**config.mk**
```make
export PLATFORM = sky130hd
export DESIGN_NAME = pia_bus_arbiter_flat
export DESIGN_NICKNAME = d
export VERILOG_FILES = /design/src/rtl/pia_bus_arbiter_if.sv /design/src/rtl/pia_bus_arbiter.sv /design/src/flat_wrapper.sv
export SDC_FILE = /design/constraint.sdc
export NUM_CORES = 1
export LEC_CHECK = 0
export BUFFER_PORTS_ARGS = -buffer_cell sky130_fd_sc_hd__buf_2
export CAP_MARGIN = 30
export CELL_PAD_IN_SITES_DETAIL_PLACEMENT = 1
export CELL_PAD_IN_SITES_GLOBAL_PLACEMENT = 2
export CORE_ASPECT_RATIO = 0.7
export CORE_UTILIZATION = 17
export CTS_CLUSTER_SIZE = 20
export DETAILED_ROUTE_END_ITERATION = 10
export GPL_ROUTABILITY_DRIVEN = 0
export HOLD_SLACK_MARGIN = 0.15
export PLACE_DENSITY = 0.81
export SYNTH_ARGS = -nofsm -noshare
export SYNTH_HDL_FRONTEND = slang
export SYNTH_SLANG_ARGS = --single-unit
```
**constraint.sdc**
```tcl
create_clock -name clk_i -period 1.77 [get_ports clk_i]
set_input_delay 0.2655 -clock clk_i [delete_from_list [all_inputs] [get_ports clk_i]]
set_output_delay 0.2655 -clock clk_i [all_outputs]
set_load 0.03 [all_outputs]
```
**src/rtl/pia_bus_arbiter_if.sv**
```systemverilog
// ---------------------------------------------------------------------------
// pia_bus_arbiter_if
//
// Bundles the three buses that meet at the PIA register-bus arbiter:
//   cpu_*  : 6502-side access (strobe/we/adr/wdata in, rdata/RDY out)
//   host_* : debug-host access (req/we/adr/wdata in, gnt/ack/rdata out)
//   pia_*  : the shared PIA register bus (stb/we/adr/wdata out, rdata in)
//
// Signal suffixes (_i/_o) are relative to the arbiter.
//
// Modports:
//   slave  : the arbiter's view (takes requests, drives the PIA bus)
//   master : the surrounding system's view (CPU decoder, host port, PIA)
// ---------------------------------------------------------------------------
interface pia_bus_arbiter_if;

  // CPU side
  logic       cpu_stb_i;
  logic       cpu_we_i;
  logic [6:0] cpu_adr_i;
  logic [7:0] cpu_dat_i;
  logic [7:0] cpu_dat_o;
  logic       cpu_rdy_o;

  // Host debug side
  logic       host_req_i;
  logic       host_we_i;
  logic [6:0] host_adr_i;
  logic [7:0] host_dat_i;
  logic       host_gnt_o;
  logic       host_ack_o;
  logic [7:0] host_dat_o;

  // Shared PIA bus
  logic       pia_stb_o;
  logic       pia_we_o;
  logic [6:0] pia_adr_o;
  logic [7:0] pia_dat_o;
  logic [7:0] pia_dat_i;

  modport slave (
    input  cpu_stb_i, cpu_we_i, cpu_adr_i, cpu_dat_i,
    output cpu_dat_o, cpu_rdy_o,
    input  host_req_i, host_we_i, host_adr_i, host_dat_i,
    output host_gnt_o, host_ack_o, host_dat_o,
    output pia_stb_o, pia_we_o, pia_adr_o, pia_dat_o,
    input  pia_dat_i
  );

  modport master (
    output cpu_stb_i, cpu_we_i, cpu_adr_i, cpu_dat_i,
    input  cpu_dat_o, cpu_rdy_o,
    output host_req_i, host_we_i, host_adr_i, host_dat_i,
    input  host_gnt_o, host_ack_o, host_dat_o,
    input  pia_stb_o, pia_we_o, pia_adr_o, pia_dat_o,
    output pia_dat_i
  );

endinterface

```
**src/rtl/pia_bus_arbiter.sv**
```systemverilog
// ---------------------------------------------------------------------------
// pia_bus_arbiter
//
// Shares the PIA register bus between the 6502 CPU and a host debug port.
// The CPU has fixed priority and sees zero added latency: its strobe is
// passed straight through to the PIA and cpu_dat_o is the raw PIA read data.
// The host gets the bus in any IDLE cycle the CPU leaves free. With the
// starvation guard built in, a host request that has lost MAX_WAIT IDLE
// cycles to the CPU is forced through, stalling the CPU for one cycle via RDY.
//
// Build option:
//   PIA_ARB_STARVE_EN  defined   -> wait counter + starvation guard present
//                      undefined -> strict CPU priority, cpu_rdy_o == 1,
//                                   MAX_WAIT ignored
//
// Parameters:
//   MAX_WAIT  IDLE cycles a pending host request may lose (1..255)
//
// Ports:
//   clk_i    system clock, rising edge
//   rst_ni   asynchronous active-low reset
//   bus      pia_bus_arbiter_if.slave (cpu_*, host_*, pia_* signals)
//
// Host transaction timing (gnt in cycle n):
//   write : ack in n+1
//   read  : pia_dat_i captured at end of n+1, ack + data in n+2
// ---------------------------------------------------------------------------
module pia_bus_arbiter #(
  parameter int unsigned MAX_WAIT = 16
) (
  input  logic                  clk_i,
  input  logic                  rst_ni,
  pia_bus_arbiter_if.slave      bus
);

  if (MAX_WAIT < 1 || MAX_WAIT > 255) begin : g_bad_max_wait
    $error("pia_bus_arbiter: MAX_WAIT must be in 1..255");
  end

  typedef enum logic [1:0] {
    IDLE = 2'd0,
    CAPT = 2'd1,
    ACK  = 2'd2
  } state_t;

  state_t     state;
  state_t     state_next;
  logic       host_win;
  logic       starve;
  logic [7:0] host_rdata;

  // -------------------------------------------------------------------------
  // Starvation guard
  // -------------------------------------------------------------------------
`ifdef PIA_ARB_STARVE_EN
  localparam logic [7:0] WAIT_LIMIT = 8'(MAX_WAIT);

  logic [7:0] wait_cnt;

  assign starve = (wait_cnt == WAIT_LIMIT);

  // Counts IDLE cycles a pending request loses to the CPU. Once it reaches
  // the limit it holds there (starve=1) until the forced grant clears it.
  always_ff @(posedge clk_i or negedge rst_ni) begin
    if (!rst_ni) begin
      wait_cnt <= '0;
    end else if (!bus.host_req_i || host_win) begin
      wait_cnt <= '0;
    end else if (state == IDLE && !starve) begin
      wait_cnt <= wait_cnt + 8'd1;
    end
  end
`else
  assign starve = 1'b0;
`endif

  // -------------------------------------------------------------------------
  // State register
  // -------------------------------------------------------------------------
  always_ff @(posedge clk_i or negedge rst_ni) begin
    if (!rst_ni) begin
      state <= IDLE;
    end else begin
      state <= state_next;
    end
  end

  // -------------------------------------------------------------------------
  // Arbitration, bus mux and next state
  // -------------------------------------------------------------------------
  // host_win is qualified with rst_ni so the PIA strobe and grant stay low
  // and RDY stays high for as long as reset is held.
  always_comb begin
    host_win       = rst_ni && (state == IDLE) && bus.host_req_i &&
                     (!bus.cpu_stb_i || starve);

    bus.pia_stb_o  = rst_ni && bus.cpu_stb_i;
    bus.pia_we_o   = bus.cpu_we_i;
    bus.pia_adr_o  = bus.cpu_adr_i;
    bus.pia_dat_o  = bus.cpu_dat_i;
    bus.host_gnt_o = 1'b0;
    state_next     = state;

    if (host_win) begin
      bus.pia_stb_o  = 1'b1;
      bus.pia_we_o   = bus.host_we_i;
      bus.pia_adr_o  = bus.host_adr_i;
      bus.pia_dat_o  = bus.host_dat_i;
      bus.host_gnt_o = 1'b1;
    end

    unique case (state)
      IDLE: begin
        if (host_win) begin
          state_next = bus.host_we_i ? ACK : CAPT;
        end
      end
      CAPT:    state_next = ACK;
      ACK:     state_next = IDLE;
      default: state_next = IDLE;
    endcase
  end

`ifdef PIA_ARB_STARVE_EN
  assign bus.cpu_rdy_o = !host_win;
`else
  // Host can only win when the CPU is not strobing, so RDY never drops.
  assign bus.cpu_rdy_o = 1'b1;
`endif

  // -------------------------------------------------------------------------
  // Host read data capture
  // -------------------------------------------------------------------------
  // The PIA registers its read data, so the value for a read granted in
  // IDLE is on pia_dat_i during the following CAPT cycle.
  always_ff @(posedge clk_i or negedge rst_ni) begin
    if (!rst_ni) begin
      host_rdata <= '0;
    end else if (state == CAPT) begin
      host_rdata <= bus.pia_dat_i;
    end
  end

  assign bus.host_dat_o = host_rdata;
  assign bus.host_ack_o = (state == ACK);
  assign bus.cpu_dat_o  = bus.pia_dat_i;

endmodule

```
**src/flat_wrapper.sv**
```systemverilog
// flat-port wrapper written by rule: the top's interface ports become plain ports
module pia_bus_arbiter_flat 
#(
  parameter int unsigned MAX_WAIT = 16
)
  (clk_i, rst_ni, bus_cpu_stb_i, bus_cpu_we_i, bus_cpu_adr_i, bus_cpu_dat_i, bus_cpu_dat_o, bus_cpu_rdy_o, bus_host_req_i, bus_host_we_i, bus_host_adr_i, bus_host_dat_i, bus_host_gnt_o, bus_host_ack_o, bus_host_dat_o, bus_pia_stb_o, bus_pia_we_o, bus_pia_adr_o, bus_pia_dat_o, bus_pia_dat_i);
  pia_bus_arbiter_if bus_i ();
  input  logic clk_i;
  input  logic rst_ni;
  input wire logic [$bits(bus_i.cpu_stb_i)-1:0] bus_cpu_stb_i;
  input wire logic [$bits(bus_i.cpu_we_i)-1:0] bus_cpu_we_i;
  input wire logic [$bits(bus_i.cpu_adr_i)-1:0] bus_cpu_adr_i;
  input wire logic [$bits(bus_i.cpu_dat_i)-1:0] bus_cpu_dat_i;
  output wire logic [$bits(bus_i.cpu_dat_o)-1:0] bus_cpu_dat_o;
  output wire logic [$bits(bus_i.cpu_rdy_o)-1:0] bus_cpu_rdy_o;
  input wire logic [$bits(bus_i.host_req_i)-1:0] bus_host_req_i;
  input wire logic [$bits(bus_i.host_we_i)-1:0] bus_host_we_i;
  input wire logic [$bits(bus_i.host_adr_i)-1:0] bus_host_adr_i;
  input wire logic [$bits(bus_i.host_dat_i)-1:0] bus_host_dat_i;
  output wire logic [$bits(bus_i.host_gnt_o)-1:0] bus_host_gnt_o;
  output wire logic [$bits(bus_i.host_ack_o)-1:0] bus_host_ack_o;
  output wire logic [$bits(bus_i.host_dat_o)-1:0] bus_host_dat_o;
  output wire logic [$bits(bus_i.pia_stb_o)-1:0] bus_pia_stb_o;
  output wire logic [$bits(bus_i.pia_we_o)-1:0] bus_pia_we_o;
  output wire logic [$bits(bus_i.pia_adr_o)-1:0] bus_pia_adr_o;
  output wire logic [$bits(bus_i.pia_dat_o)-1:0] bus_pia_dat_o;
  input wire logic [$bits(bus_i.pia_dat_i)-1:0] bus_pia_dat_i;
  assign bus_i.cpu_stb_i = bus_cpu_stb_i;
  assign bus_i.cpu_we_i = bus_cpu_we_i;
  assign bus_i.cpu_adr_i = bus_cpu_adr_i;
  assign bus_i.cpu_dat_i = bus_cpu_dat_i;
  assign bus_cpu_dat_o = bus_i.cpu_dat_o;
  assign bus_cpu_rdy_o = bus_i.cpu_rdy_o;
  assign bus_i.host_req_i = bus_host_req_i;
  assign bus_i.host_we_i = bus_host_we_i;
  assign bus_i.host_adr_i = bus_host_adr_i;
  assign bus_i.host_dat_i = bus_host_dat_i;
  assign bus_host_gnt_o = bus_i.host_gnt_o;
  assign bus_host_ack_o = bus_i.host_ack_o;
  assign bus_host_dat_o = bus_i.host_dat_o;
  assign bus_pia_stb_o = bus_i.pia_stb_o;
  assign bus_pia_we_o = bus_i.pia_we_o;
  assign bus_pia_adr_o = bus_i.pia_adr_o;
  assign bus_pia_dat_o = bus_i.pia_dat_o;
  assign bus_i.pia_dat_i = bus_pia_dat_i;
  pia_bus_arbiter #(.MAX_WAIT(MAX_WAIT)) u_core (.clk_i(clk_i), .rst_ni(rst_ni), .bus(bus_i));
endmodule
```
# Word-level counts from Yosys, hierarchy flattened
# Cells that the tools add are included.
[word_totals]
regBits = 10
latch_bits = 0
ramBits = 0
mem_bits_ro = 0
out_inout_bits = 36
mem_count = 0
[classes]
n_addsub = 0
n_mul = 0
n_div = 0
n_lt_le_gt_ge = 0
n_eq_ne = 3
n_shift = 0
mux = 8
bitwise_logic = 0
n_reduce_logical = 6
[op_table]
columns = ["cell", "count"]
rows = [
  ["$mux 8", 1],
  ["$mux 7", 1],
  ["$logic_and 1x1->1", 4],
  ["$mux 2", 2],
  ["$pmux 2 s2", 1],
  ["$mux 1", 3],
  ["$eq 2x1->1 const B", 1],
  ["$eq 2x2->1 const B", 1],
  ["$logic_not 2->1", 1],
  ["$ne 2x1->1 const B", 1],
  ["$logic_not 1->1", 1],
]

# Longest topological paths before layout
# Gate-level depths: netlist of run 1.
[depth]
word_depth = 6
ltp_mapped = 5
mapped_depth_nobuf = 4

# Worst setup path before layout of run 1
# No wires, ideal clock.
[synth_timing]
path_kind = "register to output"
startpoint = "reg u_core.state[1]"
endpoint = "out bus_pia_adr_o[0]"
arrival_ns = 1.176
t_required_ns = 1.505
path_slack_ns = 0.328
stages_incl_launch_ff = 5
n_path_buf = 1
path_cell_list = "dfrtp_1 -> nor2b_4 -> nand3_4 -> buf_6 -> mux2_4"
[synth_between]
elab_chain_cells = 5
[synth_lines]
columns = ["item", "line_no", "rtl"]
rows = [
  ["from (decl)", "pia_bus_arbiter.sv:46", "state_t state;"],
  ["from (signal assigned)", "pia_bus_arbiter.sv:84", "state <= state_next;"],
  ["$logic_not 2->1", "pia_bus_arbiter.sv:94", "host_win = rst_ni && (state == IDLE) && bus.host_req_i &&"],
  ["$logic_and 1x1->1 (3 in series)", "pia_bus_arbiter.sv:94", ""],
  ["$mux 7", "pia_bus_arbiter.sv:104", "if (host_win) begin"],
  ["to (decl)", "flat_wrapper.sv:25", "output wire logic [$bits(bus_i.pia_adr_o)-1:0] bus_pia_adr_o;"],
]
# Every way passes these cells.

# Worst setup path in the final report of run 1
[layout_timing]
startpoint = "reg u_core.state[1]"
endpoint = "out bus_pia_dat_o[5]"
[layout_between]
elab_chain_cells = 5
[layout_lines]
columns = ["item", "line_no", "rtl"]
rows = [
  ["$logic_not 2->1", "pia_bus_arbiter.sv:94", ""],
  ["$logic_and 1x1->1 (3 in series)", "pia_bus_arbiter.sv:94", ""],
  ["$mux 8", "pia_bus_arbiter.sv:104", ""],
  ["to (decl)", "flat_wrapper.sv:26", "output wire logic [$bits(bus_i.pia_dat_o)-1:0] bus_pia_dat_o;"],
]
# Every way passes these cells.

==> results.cfg, run 1 <==
[global_route]
grt_pass1_vias = 738
grt_max_degree = 13
antenna_found_initial = 0
grt_usage_pct = 11.23
grt_pass1_wl_um = 3705
global_route.overflow_total = 0

[critical_path]
crit_required_ps = 1500
crit_type = flip-flop to output pin
crit_slowest_cell = dfrtp_1
crit_fanout = 12
critPathLaunchType = flip-flop
cp-end-kind = output pin
crit_arrival_ps = 1480
crit_path_max_incr_delay_ps = 410
path_cells = nor2b_4 > nand3_4 > buf_12 > mux2_4 > buf_6

[clock_tree]
clock_latency_ps = 230
clk_pin_slew_ps = 50
cts-root-buf = clkbuf_8
cts_sinks = 10
cts_htree_levels = 1
cts_buffers = 3
cts_buffer_depth = 2
cts_tree = done

[route]
via_count = 687
route.detailed.drc = 0
drtIter0Drc = 7
wire_per_inst_um = 12.74
routed_wl_um = 2331
vias_per_cell = 3.754
drtPass1Iterations = 4
ant_nets = 0

[power]
p_leak_nw = 0.7048
power_density_nw_per_um2 = 797.3
power.total_mw = 1.006
peakVddDrop_mv = 0.3498

[yosys]
synth_top_cell_by_area = dfrtp_1
synth-seq-area-share_pct = 35.40
synth.top_cell.area_share_pct = 35.40
synth.avg_cell_area_um2 = 12.62
synthAdderAreaFrac_pct = 0
synthesis.nets = 100
synth_area_leaders = dfrtp_1 35%, mux2_2 25%, mux2_4 15%
muxShareOfSynthArea_pct = 41.95
synth-xor-area-share_pct = 0
synth_area_um2 = 706.9
synth_top_family_by_area = multiplexers
yosysUniqueCellTypes = 16
yosys_register_bits = 10
netlist_instances = 56
synthSimpleGateAreaFrac_pct = 8.673
ys_warn_count = 0
synth-compound-area-share_pct = 1.062

[status]
status = finished clean

[floorplanning]
core_um2 = 3946
die-area_um2 = 4425
rows = 19
die_h_um = 55.96
start_util_pct = 17.91
io_pins = 80
die_w_um = 79.08

[cells_and_area]
nNetsFinal = 177
fin_util_pct = 31.96
area_growth_pct = 78.41
finalNonFillerCells = 183
fillers = 475
drive_gt1_share_pct = 84.73
num_antenna_cells = 0

[sta]
setup_viol = 0
finalClockSkew_ps = 3.190
hold_ws_ps = 220.6
layout_setup_ws_ps = 26.27
max_freq_mhz = 573.5
min_period_ps = 1744
final.period_utilization_pct = 98.52
rsz0062_at_grt = yes
final-hold-violation-count = 0
maxSlewViolCount = 0

[placement]
dpl.hpwl_um = 1971
dp_slack_ps = 135.2
io_buffers = 78
numPlacedInstances = 177

[hold_path]
hp-class = input pin to flip-flop

[run]
maxCapViolCount = 0
[sequential cells by signal, summed over array words and instances, names as in the netlist]
name                   count
u_core.bus.host_dat_o      8
u_core.state               2
[cell usage in the layout (no fill, tap or decap), drive strengths merged]
| cell | n |
|---|---|
| buf | 82 |
| a21o | 1 |
| nor2b | 3 |
| clkbuf | 3 |
| dlygate4sd3 | 1 |
| inv | 1 |
| dfrtp | 10 |
| conb | 1 |
| nand3 | 1 |
| nor2 | 2 |
| mux2 | 24 |
| nand2 | 2 |
[final cells by class]
class | instances | area, um^2 | share of cell area (%)
repair buffers | 83 | 531.8 | 42.16
multi-input cells | 34 | 369.1 | 29.27
flip-flops and latches | 10 | 250.2 | 19.84
well taps | 52 | 65.06 | 5.159
clock buffers | 3 | 41.29 | 3.274
inverters | 1 | 3.754 | 0.2976
[final timing paths]
check / from / end / slack [ps] / cells after the start
max in group asynchronous: rst_ni / u_core.bus.host_dat_o[2] / 1120 / 3
worst max register to register: u_core.state[1] / u_core.bus.host_dat_o[6] / 490 / 3
worst max-delay path: u_core.state[1] / bus_pia_dat_o[5] / 30 / 5
worst min-delay path: bus_host_we_i / u_core.state[0] / 220 / 2
min in group asynchronous: rst_ni / u_core.bus.host_dat_o[6] / 500 / 3
worst min register to register: u_core.bus.host_dat_o[1] / u_core.bus.host_dat_o[1] / 480 / 1
[layer usage]
metal  track usage, %  wire length, um  vias up
met5                0                0        -
met1            12.84              880      332
li1                 -                -      333
met3            2.623               86        2
met4            3.896               14        0
met2            20.32             1348       20
[metrics by stage]
stage | cell area [um^2] | setup TNS [ps]
2_1_floorplan | 706.9 | 0
4_1_cts | 1172 | 0
3_3_place_gp | 1094 | 0
5_1_grt | 1261 | -176.8
6_report | 1261 | 0
3_5_place_dp | 1094 | 0
[what timing repair did]
action,4_1_cts,5_1_grt
setup endpoints to repair,16,16
pin swaps,1,0
setup buffers,2,0
gates resized for setup,0,45
hold buffers,1,0
hold endpoints to repair,10,0
[cell families (layout without fill, tap and decap cells)]
kind of cell	after synthesis	after routing
AO/OA/AOI/OAI	1	1
buffers and inverters	12	87
flip-flops	10	10
multiplexers	24	24
other	1	1
AND/OR/NAND/NOR	8	8
[synthesized netlist by cell type]
cell     number
a21o_1        1
buf_2         1
buf_4         9
buf_6         1
conb_1        1
dfrtp_1      10
inv_1         1
mux2_1        1
mux2_2       16
mux2_4        7
nand2_1       2
nand3_4       1
nor2_1        1
nor2_2        1
nor2b_1       2
nor2b_4       1
[power breakdown]
group	total, mW	internal, mW	switching, mW
Sequential	0.302	0.280	0.0222
Clock	0.226	0.148	0.0778
Combinational	0.478	0.199	0.278
[worst max-delay path: cells and delay by family (launching register included)]
kind,cells,cell delay (ps)
simple gates,2,230
buf+inv,2,300
flops,1,410
mux,1,300
(Power assumes the default switching activity.)
==> inputs of run 2 (changes only) <==
Settings changed: CELL_PAD_IN_SITES_DETAIL_PLACEMENT 1 to 0, CELL_PAD_IN_SITES_GLOBAL_PLACEMENT 2 to 1, CORE_UTILIZATION 17 to 22, PLACE_DENSITY 0.81 to 0.8.
==> run 2 against run 1 <==
Hold slack improved by 0.54 ps; maximum frequency fell by 0.62%; total power rose by 0.37%; first-iteration DRC count rose by 140%; sequential share of layout area rose by 0.44 points; sequential cell count did not move; die area fell by 22%; cell count fell by 9.3%; critical path depth did not move; critical path type unchanged; largest power group unchanged.
==> results.cfg, run 2 (same netlist as run 1, synthesis figures left out) <==
[sta]
maxSlewViolCount = 0
rsz0062_at_grt = yes
final.period_utilization_pct = 99.13
hold_ws_ps = 221.2
final-hold-violation-count = 0
min_period_ps = 1755
setup_viol = 0
max_freq_mhz = 569.9
finalClockSkew_ps = 1.695

[critical_path]
crit_arrival_ps = 1490
crit_type = flip-flop to output pin
crit_fanout = 19
reg2reg_from = u_core.state[1]
critPathLaunchType = flip-flop
crit_required_ps = 1500
cp-end-kind = output pin
cp-startpoint = u_core.state[1]

[cells_and_area]
area_growth_pct = 74.51
final_common_cell = buf_2
mostFrequentLayoutCells = 62 x buf_2, 16 x mux2_2, 13 x buf_6, 10 x dfrtp_1, 7 x mux2_4
drive_gt1_share_pct = 84.62
num_antenna_cells = 0
finalNonFillerCells = 166
nNetsFinal = 176
design_area_um2 = 1234
largest_reg_flops = 8
fillers = 289

[clock_tree]
clk_pin_slew_ps = 40
cts_buffer_depth = 2
cts_buffers = 3
cts_htree_levels = 1
cts_sinks = 10
clock_latency_ps = 230
cts-root-buf = clkbuf_8
cts_tree = done

[power]
peakVddDrop_mv = 0.4778
pwr-share-clk_pct = 22.7
combPwrFrac_pct = 47.3
intPower_mw = 0.6268
switching_share_pct = 37.89
p_seq_share_pct = 30.0
p_leak_nw = 0.7001
power_switching_mw = 0.3825
power_density_nw_per_um2 = 818.1

[run]
maxCapViolCount = 0

[route]
drtIter0Drc = 17
wire_per_inst_um = 13.37
vias_per_cell = 4.193
drtPass1Iterations = 4
route.detailed.drc = 0
ant_nets = 0
routed_wl_um = 2220
via_count = 696

[floorplanning]
start_util_pct = 24.19
rows = 16
die_w_um = 69.75
io_pins = 80
die-area_um2 = 3447
die_h_um = 49.43
core_um2 = 2923

[global_route]
antenna_found_initial = 0
grt_usage_pct = 12.17
grt_pass1_wl_um = 3194
global_route.overflow_total = 0
grt_max_degree = 20
grt_pass1_vias = 649

[placement]
numPlacedInstances = 161
io_buffers = 78
postPlaceCellArea_um2 = 1074

[hold_path]
hold_path_startpoint = bus_host_we_i
hp-class = input pin to flip-flop

[status]
status = finished clean
==> run 2: power by group through the flow <==
stage                     registers (mW)  logic, mW  clock network (mW)
final                              0.302      0.478               0.229
after global routing               0.310      0.501               0.247
after CTS                          0.303      0.446               0.236
after detailed placement           0.306      0.439                   0
after global placement             0.303      0.432                   0
after floorplan                    0.407      0.202                   0
==> run 2: area by class of cell <==
type,instances,area (um^2),share of cell area (%)
flip-flops and latches,10,250.2,20.28
clock buffers,3,41.29,3.347
inverters,1,3.754,0.3043
repair buffers,82,524.3,42.50
multi-input cells,34,369.1,29.92
well taps,36,45.04,3.651
==> run 2: worst max-delay path: stages, from the launching register on <==
cell and delay [ps]:
dfrtp_1 410, nor2b_4 150, nand3_4 80, buf_12 160, mux2_2 280, buf_4 170
==> run 2: path summary, 6_finish.rpt <==
path / to / slack (ps) / cells after the start
min: u_core.state[0] / 220 / 2
min reg2reg: u_core.bus.host_dat_o[7] / 500 / 1
max reg2reg: u_core.bus.host_dat_o[1] / 350 / 3
max in group asynchronous: u_core.bus.host_dat_o[5] / 1120 / 3
max: bus_pia_dat_o[0] / 20 / 5
min in group asynchronous: u_core.bus.host_dat_o[6] / 510 / 3
==> run 2: metrics by stage <==
step	TNS [ps]	total power [mW]	util [%]	worst slack, ps
2_1_floorplan	0	0.6084	-	328.2
4_1_cts	0	0.9854	39.17	3.279
3_3_place_gp	0	0.7349	36.73	194.4
3_5_place_dp	0	0.7457	36.73	156.8
5_1_grt	-63.50	1.058	42.21	-14.32
6_report	0	1.009	42.21	15.35
==> run 2: timing repair <==
action,4_1_cts,5_1_grt
setup endpoints to repair,16,16
gates resized for setup,0,45
endpoints found under the hold margin,10,0
hold buffers,1,0
pin swaps,1,0
buffers inserted,1,0
==> run 2: per-layer routing <==
metal	vias to the layer above	routed length (um)	GRT usage, %
met5	-	0	0
met4	0	0	0
met3	0	127	4.339
met2	27	1268	22.82
met1	338	824	14.23
li1	331	-	-
